[src/rtl/ex_divider_param.sv]
// Iterative restoring divider for EX1: BITS_PER_CYCLE quotient bits per CALC cycle,
// optional early-out for divide-by-zero and |dividend| < |divisor|, sign fixup on entry to DONE.
module ex_divider_param #(
  parameter int WIDTH          = 32,
  parameter int BITS_PER_CYCLE = 1,
  parameter int EARLY_OUT      = 1
) (
  input  logic             clk,
  input  logic             rst,
  input  logic             en,
  input  logic             flush_exception,
  input  logic             sign,
  input  logic [WIDTH-1:0] dividend,
  input  logic [WIDTH-1:0] divisor,
  output logic [WIDTH-1:0] quotient,
  output logic [WIDTH-1:0] remainder,
  output logic             stall_divider,
  output logic             ready
);

  localparam int BPC = BITS_PER_CYCLE;
  localparam int N   = WIDTH / BPC;
  localparam int CW  = $clog2(N + 1);

  typedef enum logic [1:0] {IDLE, CALC, DONE} state_t;

  state_t           r_state;
  logic [CW-1:0]    r_cnt;
  logic [WIDTH-1:0] r_dvd, r_dvs, r_rem, r_q, r_raw;
  logic             r_qneg, r_rneg, r_dz;

  logic             w_accept, w_early, w_div_zero;
  logic [WIDTH-1:0] w_abs_a, w_abs_b;
  logic [WIDTH+1:0] w_sh, w_d1;
  logic [WIDTH-1:0] w_rem_nx, w_q_raw, w_q_fin, w_r_fin;
  logic [BPC-1:0]   w_qbits;

  assign w_accept      = (r_state == IDLE) && en && !flush_exception;
  assign stall_divider = !rst && (w_accept || (r_state == CALC));

  assign w_abs_a    = (sign && dividend[WIDTH-1]) ? -dividend : dividend;
  assign w_abs_b    = (sign && divisor[WIDTH-1])  ? -divisor  : divisor;
  assign w_div_zero = (divisor == '0);
  assign w_early    = (EARLY_OUT != 0) && (w_div_zero || (w_abs_a < w_abs_b));

  // Partial remainder is always < divisor, so two guard bits cover 3*divisor.
  assign w_sh = (WIDTH+2)'({r_rem, r_dvd[WIDTH-1 -: BPC]});
  assign w_d1 = {2'b00, r_dvs};

  generate
    if (BPC == 1) begin : g_radix2
      always_comb begin
        w_qbits  = 1'b0;
        w_rem_nx = w_sh[WIDTH-1:0];
        if (w_sh >= w_d1) begin
          w_qbits  = 1'b1;
          w_rem_nx = WIDTH'(w_sh - w_d1);
        end
      end
    end else begin : g_radix4
      logic [WIDTH+1:0] w_d2, w_d3;
      assign w_d2 = w_d1 << 1;
      assign w_d3 = w_d2 + w_d1;
      always_comb begin
        w_qbits  = 2'd0;
        w_rem_nx = w_sh[WIDTH-1:0];
        if (w_sh >= w_d3) begin
          w_qbits  = 2'd3;
          w_rem_nx = WIDTH'(w_sh - w_d3);
        end else if (w_sh >= w_d2) begin
          w_qbits  = 2'd2;
          w_rem_nx = WIDTH'(w_sh - w_d2);
        end else if (w_sh >= w_d1) begin
          w_qbits  = 2'd1;
          w_rem_nx = WIDTH'(w_sh - w_d1);
        end
      end
    end
  endgenerate

  assign w_q_raw = (r_q << BPC) | WIDTH'(w_qbits);
  assign w_q_fin = r_dz ? '1    : (r_qneg ? -w_q_raw  : w_q_raw);
  assign w_r_fin = r_dz ? r_raw : (r_rneg ? -w_rem_nx : w_rem_nx);

  always_ff @(posedge clk or posedge rst) begin
    if (rst) begin
      r_state   <= IDLE;
      r_cnt     <= '0;
      r_dvd     <= '0;
      r_dvs     <= '0;
      r_rem     <= '0;
      r_q       <= '0;
      r_raw     <= '0;
      r_qneg    <= 1'b0;
      r_rneg    <= 1'b0;
      r_dz      <= 1'b0;
      quotient  <= '0;
      remainder <= '0;
      ready     <= 1'b0;
    end else if (flush_exception) begin
      r_state <= IDLE;
      r_cnt   <= '0;
      ready   <= 1'b0;
    end else begin
      case (r_state)
        IDLE: begin
          ready <= 1'b0;
          if (en) begin
            r_dvd  <= w_abs_a;
            r_dvs  <= w_abs_b;
            r_rem  <= '0;
            r_q    <= '0;
            r_raw  <= dividend;
            r_qneg <= sign & (dividend[WIDTH-1] ^ divisor[WIDTH-1]);
            r_rneg <= sign & dividend[WIDTH-1];
            r_dz   <= w_div_zero;
            r_cnt  <= CW'(N);
            if (w_early) begin
              r_state   <= DONE;
              ready     <= 1'b1;
              quotient  <= w_div_zero ? '1 : '0;
              remainder <= dividend;
            end else begin
              r_state <= CALC;
            end
          end
        end
        CALC: begin
          r_dvd <= r_dvd << BPC;
          r_rem <= w_rem_nx;
          r_q   <= w_q_raw;
          r_cnt <= r_cnt - CW'(1);
          if (r_cnt == CW'(1)) begin
            r_state   <= DONE;
            ready     <= 1'b1;
            quotient  <= w_q_fin;
            remainder <= w_r_fin;
          end
        end
        DONE: begin
          ready   <= 1'b0;
          r_state <= IDLE;
        end
        default: r_state <= IDLE;
      endcase
    end
  end

endmodule

[config.mk]
export PLATFORM = sky130hd
export DESIGN_NAME = ex_divider_param
export DESIGN_NICKNAME = d
export VERILOG_FILES = /design/src/rtl/ex_divider_param.sv
export SDC_FILE = /design/constraint.sdc
export NUM_CORES = 1
export LEC_CHECK = 0
export ABC_AREA = 1
export ABC_CLOCK_PERIOD_IN_PS = 23800
export CAP_MARGIN = 20
export CORE_MARGIN = 2
export CORE_UTILIZATION = 30
export CTS_BUF_LIST = sky130_fd_sc_hd__clkbuf_2
export CTS_CLUSTER_DIAMETER = 120
export CTS_CLUSTER_SIZE = 28
export DETAILED_ROUTE_END_ITERATION = 12
export GPL_ROUTABILITY_DRIVEN = 0
export PLACE_DENSITY = 0.54
export SYNTH_ARGS = -nofsm -noshare
export SYNTH_HDL_FRONTEND = slang
export SYNTH_SLANG_ARGS = --single-unit
export TNS_END_PERCENT = 50
[constraint.sdc]
create_clock -name clk -period 23.8 [get_ports clk]
set_input_delay 4.76 -clock clk [delete_from_list [all_inputs] [get_ports clk]]
set_output_delay 4.76 -clock clk [all_outputs]
set_load 0.03 [all_outputs]
# After elaboration in Yosys (flattened, before gate mapping)
# Cells that the tools add are included.
[totals] reg_bits=235 latchBits=0 mem_bits_rw=0 rom_bits=0 inputBits=69 output_inout_bits=66 wordCells=89 mem_count=0
[classes] add_sub_neg=6 multipliers=0 n_div=0 magnitude_cmp=2 n_eq_ne=8 shifts=0 mux=35 bitwise_logic=5 n_reduce_logical=20
[ops] op="2-to-1 mux 32 bit" count=16
[ops] op="one-hot mux 32 bit (2 select lines)" count=4
[ops] op="negator 32 bit" count=4
[ops] op="one-hot mux 31 bit (2 select lines)" count=1
[ops] op="greater-or-equal comparator 33 x 32 -> 1 bit" count=1
[ops] op="zero test 32 bit" count=1
[ops] op="< comparator 32 bit" count=1
[ops] op="bitwise OR 32 x 1 -> 32 bit" count=1
[ops] op="subtractor 32 bit" count=1
[ops] op="2-to-1 mux 6 bit" count=2
[ops] op="one-hot mux 6 bit (2 select lines)" count=1
[ops] op="2-to-1 mux 2 bit" count=4
[ops] op="== test 6 x 1 -> 1 bit (second input constant)" count=1
[ops] op="AND reduction 2 bit" count=3
[ops] op="AND reduction 3 bit" count=2
[ops] op="subtractor 6 x 1 -> 6 bit (second input constant)" count=1
[ops] op="logical AND 1 bit" count=5
[ops] op="2-to-1 mux 1 bit" count=5
[ops] op="AND reduction 5 bit" count=1
[ops] op="!= test 2 bit (second input constant)" count=2
[ops] op="one-hot mux 2 bit (2 select lines)" count=1
[ops] op="nonzero test 4 bit" count=1
[ops] op="!= test 3 x 2 -> 1 bit (second input constant)" count=1
[ops] op="!= test 3 bit (second input constant)" count=1
[ops] op="other kinds (12)" count=15

# Depth between registers and ports, before layout
# Gate-level depths: netlist of run 1.
[logic_depth] depth_word=8 depth_mapped=32

# Least setup slack after synthesis of run 1
# Ideal clock, no wire load.
[synth_timing] path_type="in2out" start="input port flush_exception" end="output port stall_divider" arrival_time_ps=6197 path_slack_ps=12843 path_stages=5 n_path_buf=2 path_cell_list="nor3_1 -> inv_1 -> clkbuf_1 -> clkbuf_1 -> a21oi_1"
[synth_via] elab_chain_len=4
[synth_rtl] item="start: declaration" line_no="11" text="input logic flush_exception,"
[synth_rtl] item="zero test 1 bit" line_no="38" text="assign w_accept = (r_state == IDLE) && en && !flush_exception;"
[synth_rtl] item="logical AND 1 bit" line_no="38"
[synth_rtl] item="logical OR 1 bit" line_no="39" text="assign stall_divider = !rst && (w_accept || (r_state == CALC));"
[synth_rtl] item="logical AND 1 bit" line_no="39"
[synth_rtl] item="end: declaration" line_no="17" text="output logic stall_divider,"
# Every way passes these cells.

# Final worst setup path of run 1
# Ends and elaborated chain as after synthesis.

==> results of run 1 <==
layer usage:
layer / global-route usage / vias up / routed length [µm]
li1: - / 8278 / -
met5: 0 / - / 0
met1: 0.274 / 7910 / 27100
met2: 0.336 / 438 / 27900
met3: 0.0197 / 59 / 2640
met4: 0.0445 / 0 / 1400
layout by cell type, fill, tap and decap left out, drive strengths merged, types with 8 or more instances in the layout:
cell type | netlist | routed
nand2 | 674 | 674
inv | 350 | 351
nor2 | 335 | 335
o21ai | 240 | 240
dfrtp | 235 | 235
a21oi | 198 | 198
nand3 | 143 | 143
clkdlybuf4s50 | 0 | 134
ha | 71 | 71
xor2 | 68 | 68
nor3 | 30 | 30
buf | 17 | 17
nand4 | 16 | 16
clkbuf | 83 | 13
o31ai | 11 | 11
o22ai | 11 | 11
a31oi | 11 | 11
a32o | 9 | 9
nor4 | 8 | 8
nand3b | 8 | 8
metrics by stage:
stage,hold WS [ns],instance area (µm²),instances,worst slack [ns]
2_1_floorplan,0.443,17000,2557,12.59
3_3_place_gp,0.456,19000,3364,12.53
3_5_place_dp,0.460,19000,3364,12.57
4_1_cts,0.535,19200,3381,12.55
5_1_grt,0.561,19200,3383,12.49
6_report,0.531,19200,3383,12.60
flip-flops by register name, summed over array words and instances, names as in the netlist, 6 cells and up:
name	cells
quotient	32
r_cnt	6
r_dvd	32
r_dvs	32
r_q	31
r_raw	32
r_rem	32
remainder	32
cells by family after synthesis:
kind of cell,share of synthesized area
flops,0.346
simple gates,0.302
fa+ha+maj,0.0534
xor+xnor,0.0386
compound gates,0.157
buf+inv,0.103
worst max-delay path, stage by stage:
cell and delay [ns]:
clkdlybuf4s50_1 0.50, nor3_2 0.30, inv_2 0.06, a21oi_1 0.13, clkdlybuf4s50_1 0.69
how the worst min path moves through the flow:
| stage | from | endpoint | depth (start not counted) |
|---|---|---|---|
| final | r_dvd[25] | r_dvd[25] | 2 |
| after global routing | r_dvd[25] | r_dvd[25] | 2 |
| after CTS | r_dvd[25] | r_dvd[25] | 2 |
| after detailed placement | r_dvd[25] | r_dvd[25] | 2 |
| after global placement | r_raw[28] | r_raw[28] | 2 |
| after floorplan | r_raw[24] | r_raw[24] | 2 |
cell usage after synthesis (5+ instances only):
cell      count
a21oi_1     194
a31oi_1      11
a32o_1        9
buf_1         5
buf_2         6
clkbuf_1     83
dfrtp_1     235
ha_1         71
inv_1       334
inv_2        15
nand2_1     647
nand2_2      25
nand3_1     139
nand3b_1      8
nand4_1      16
nor2_1      319
nor2_2       12
nor3_1       24
nor3_2        6
nor4_1        8
o211ai_1      6
o21ai_0     216
o21ai_1      19
o21ai_2       5
o22ai_1      11
o31ai_1      11
or2_2         5
xnor2_1       7
xor2_1       68
final cells by class:
class	instances	share of cell area
Tap cell	756	0.0493
Timing Repair Buffer	151	0.0766
Clock inverter	4	0.00300
Sequential cell	235	0.307
Inverter	353	0.0696
Antenna cell	2	0.000261
Multi-Input combinational cell	1869	0.491
Clock buffer	13	0.00339
==> flow_summary_export.csv, run 1 <==
group,metric,value,unit
die,die_h,242,µm
routing,route.vias.total,16700,
flow_run,maxCapViolations,0,
die,num_rows,87,
die,core,56300,µm²
timing,min_period,11.20,ns
die,io_pins,135,
status,outcome,"completed",
synthesis,postSynth.asyncResetShare,1.00,
routing,wl,59.0,mm
clock_network,cts_sinks,235,
synthesis,ys_seq_area_frac,0.346,
layout,register_area,5880,µm²
synthesis,ys_ff_latch,235,
routing,first_pass_iters,9,
synthesis,syn-cell-area,17000,µm²
worst_setup_path,crit_arrival,6.44,ns
timing,clock_skew,0.169,ns
global_routing,globalRouteOverflowTotal,0,
routing,vias_per_cell,4.93,
timing,worst_pin_slew,1.07,ns
timing,fmax,89.3,MHz
routing,drc_errors,0,
place,dp_hpwl,45.3,mm
die,die_width,242,µm
synthesis,synthesis.nets,2698,
worst_setup_path,startpoint_type,"primary input",
timing,fin_tns_setup,0,ns
worst_setup_path,r2r_cells,29,
layout,fin_nets,2764,
clock_network,cts_tree,"done",
routing,ant_nets,0,
routing,dr.first_iter.drc_count,1525,
synthesis,synth-edff-count,0,
synthesis,yosysWarnings,0,
place,port_buffers,134,
synthesis,synth_top_area_frac,0.346,
global_routing,grt_pass1_wl,92.7,mm
layout,area_growth,12.7,%
clock_network,cts_buffers,13,
die,dieArea,58600,µm²
global_routing,grt_max_degree,108,
timing,rsz0062_at_grt,"false",
worst_setup_path,cp_max_fo,5,
layout,utilization,0.341,
worst_setup_path,r2r_slack,18.97,ns
global_routing,grt_usage,0.199,
clock_network,clock_latency,1.02,ns
timing,timing.final.hold_violations,0,
min_path,hp-class,"reg2reg",
synthesis,yosysUniqueCellTypes,51,
clock_network,cts-root-buf,"clkbuf_2",
worst_setup_path,setup.worst_path.class,"in2out",
timing,fin_crit_sh,0.471,
timing,slew_headroom,0.282,
global_routing,antenna_found_initial,2,
routing,wl_per_cell,17.4,µm
die,start_util,0.302,
timing,setup_viol,0,
clock_network,cts_htree_levels,1,
clock_network,path_clk_slew,0.54,ns
synthesis,yosysTopAreaCell,"dfrtp_1",
worst_setup_path,reg2reg_to,"quotient[26]",
worst_setup_path,cp-end-kind,"primary output",
synthesis,synth_area_leaders,"dfrtp_1 (35%), nand2_1 (14%), inv_1 (7.4%)",
clock_network,cts-hold-fix-buffers,0,
worst_setup_path,r2r_start,"r_rem[21]",
layout,multiInputGateArea,9410,µm²
synthesis,ys.flop_type,"dfrtp_1",
worst_setup_path,critical_path_required,19.04,ns
synthesis,synth_cells,2557,
worst_setup_path,crit_end,"stall_divider",
global_routing,grt_pass1_vias,15800,
worst_setup_path,crit_start,"flush_exception",
layout,fillers,6085,
clock_network,post_cts_buffers,0,
clock_network,cts_resized,0,
timing,report.final.slew_viol_count,0,
layout,drive_above_1_share,0.0484,
clock_network,clockBufferDepth,3,
synthesis,syn_avg_cell_area,6.65,µm²
Power of run 1 is not shown: default switching activity piles up to over one toggle a cycle in this logic, so the estimate is an artifact.
==> inputs of run 2 (changes only) <==
- ABC_CLOCK_PERIOD_IN_PS: 23800 -> 10000
- PLACE_DENSITY: 0.54 -> 0.55
- clock period: 23.8 -> 10 ns (I/O delays scaled with it)
==> flow_summary_export.csv, run 2 (same netlist as run 1, synthesis figures left out) <==
group,metric,value,unit
worst_setup_path,crit_buf_inv,5,
die,die_h,242,µm
layout,area_growth,13.0,%
die,num_rows,87,
clock_network,path_clk_slew,0.58,ns
timing,setup_viol,0,
layout,fillers,6103,
timing,fmax,152,MHz
clock_network,cts-hold-fix-buffers,0,
global_routing,grt_usage,0.200,
worst_setup_path,setup.worst_path.class,"in2reg",
layout,final_common_cell,"nand2_1",
die,die_width,242,µm
layout,drive_above_1_share,0.0498,
worst_setup_path,crit_arrival,7.50,ns
worst_setup_path,cp_max_fo,50,
clock_network,cts_tree,"done",
layout,utilization,0.342,
timing,report.final.slew_viol_count,0,
timing,worst_pin_slew,1.09,ns
worst_setup_path,cp-end-kind,"register",
routing,wl_per_cell,17.7,µm
status,outcome,"completed",
timing,clock_skew,0.148,ns
routing,wl,59.8,mm
routing,vias_per_cell,4.98,
die,core,56300,µm²
routing,first_pass_iters,5,
routing,dr.first_iter.drc_count,1333,
clock_network,cts-root-buf,"clkbuf_2",
clock_network,post_cts_buffers,0,
global_routing,grt_pass1_wl,93.2,mm
place,port_buffers,134,
routing,drc_errors,0,
timing,hold_ws,0.510,ns
die,start_util,0.302,
place,dp_hpwl,46.1,mm
global_routing,grt_max_degree,96,
min_path,hp-class,"reg2reg",
global_routing,globalRouteOverflowTotal,0,
global_routing,grt_pass1_vias,16000,
clock_network,cts_sinks,235,
clock_network,cts_resized,0,
timing,rsz0062_at_grt,"false",
clock_network,clock_latency,1.03,ns
layout,fin_nets,2765,
clock_network,cts_htree_levels,1,
routing,route.vias.total,16900,
timing,fin_crit_sh,0.660,
routing,ant_nets,0,
clock_network,clockBufferDepth,3,
global_routing,antenna_found_initial,1,
die,dieArea,58600,µm²
worst_setup_path,critPathMaxStageDelay,0.55,ns
timing,min_period,6.60,ns
clock_network,cts_buffers,14,
worst_setup_path,startpoint_type,"primary input",
worst_setup_path,worst_path_max_delay_cell,"clkdlybuf4s50_1",
layout,layout_common_cells,"nand2_1 (647), inv_1 (330), nor2_1 (319), dfrtp_1 (235), o21ai_0 (216)",
die,io_pins,135,
timing,slew_headroom,0.272,
worst_setup_path,critical_path_required,10.90,ns
timing,timing.final.hold_violations,0,
flow_run,maxCapViolations,0,
worst_setup_path,crit_family,"simple AND/OR/NAND/NOR gates",
timing,fin_tns_setup,0,ns
## run 2: changes by cell type in the layout (fill, tap and decap cells not counted)
cell,before,now
clkbuf_2,13,15
clkinv_8,2,0
buf_12,0,1
buf_4,17,16
clkinv_1,3,4
clkinv_2,1,0
clkinv_4,0,1
clkinvlp_4,0,1
diode_2,2,1
inv_12,0,1
inv_16,1,2
inv_8,1,2
## run 2: path summary, 6_finish.rpt
check	from	endpoint	slack, ns	cells after the start
max	divisor[0]	remainder[5]	3.40	27
min	r_dvd[6]	r_dvd[7]	0.51	2
max reg2reg	r_rem[27]	quotient[26]	4.79	26
min reg2reg	r_dvd[6]	r_dvd[7]	0.51	2
max in group asynchronous	rst	r_state[0]	6.99	3
min in group asynchronous	rst	r_raw[2]	1.39	2
## run 2: final cells by class
class / count / area, µm² / share of cell area
flip-flops and latches: 235 / 5880 / 0.306
clock inverters: 7 / 87.6 / 0.00456
inverters: 353 / 1340 / 0.0695
multi-input cells: 1869 / 9410 / 0.490
repair buffers: 151 / 1480 / 0.0771
clock buffers: 15 / 75.1 / 0.00391
well taps: 756 / 946 / 0.0492
diodes: 1 / 2.50 / 0.000130
## run 2: metal layers
metal | GRT usage | wire, µm
met1 | 0.273 | 27000
met2 | 0.334 | 27700
met3 | 0.0204 | 3000
met4 | 0.0626 | 2090
met5 | 0 | 0
## run 2: worst register-to-register path, cell delays in order (launching register included)
cell and delay, ns:
dfrtp_1 0.56, ha_1 0.39, a21oi_1 0.21, nand2_1 0.10, a21oi_1 0.16, nand2_1 0.12, nor2_4 0.48, nand2_4 0.44
inv_4 0.29, ha_1 0.18, inv_1 0.06, nor3_2 0.17, nand2_1 0.12, nor2_1 0.21, nand2_1 0.14, nor3_2 0.17
inv_1 0.08, nor2_1 0.15, inv_1 0.09, nor2_2 0.17, nand3_1 0.19, nand2_1 0.14, o21ai_0 0.12, a21oi_1 0.17
o21ai_0 0.11, nand2_1 0.08, a21oi_1 0.07
## run 2: metrics by stage
stage	worst slack, ns	cell area, µm²	std cells
final	3.40	19200	3387
after global routing	2.97	19200	3387
after CTS	3.63	19200	3386
after detailed placement	2.50	19100	3364
after global placement	2.29	19000	3363
after floorplan	1.55	17000	2557
Power of run 2 is left out for the same reason.
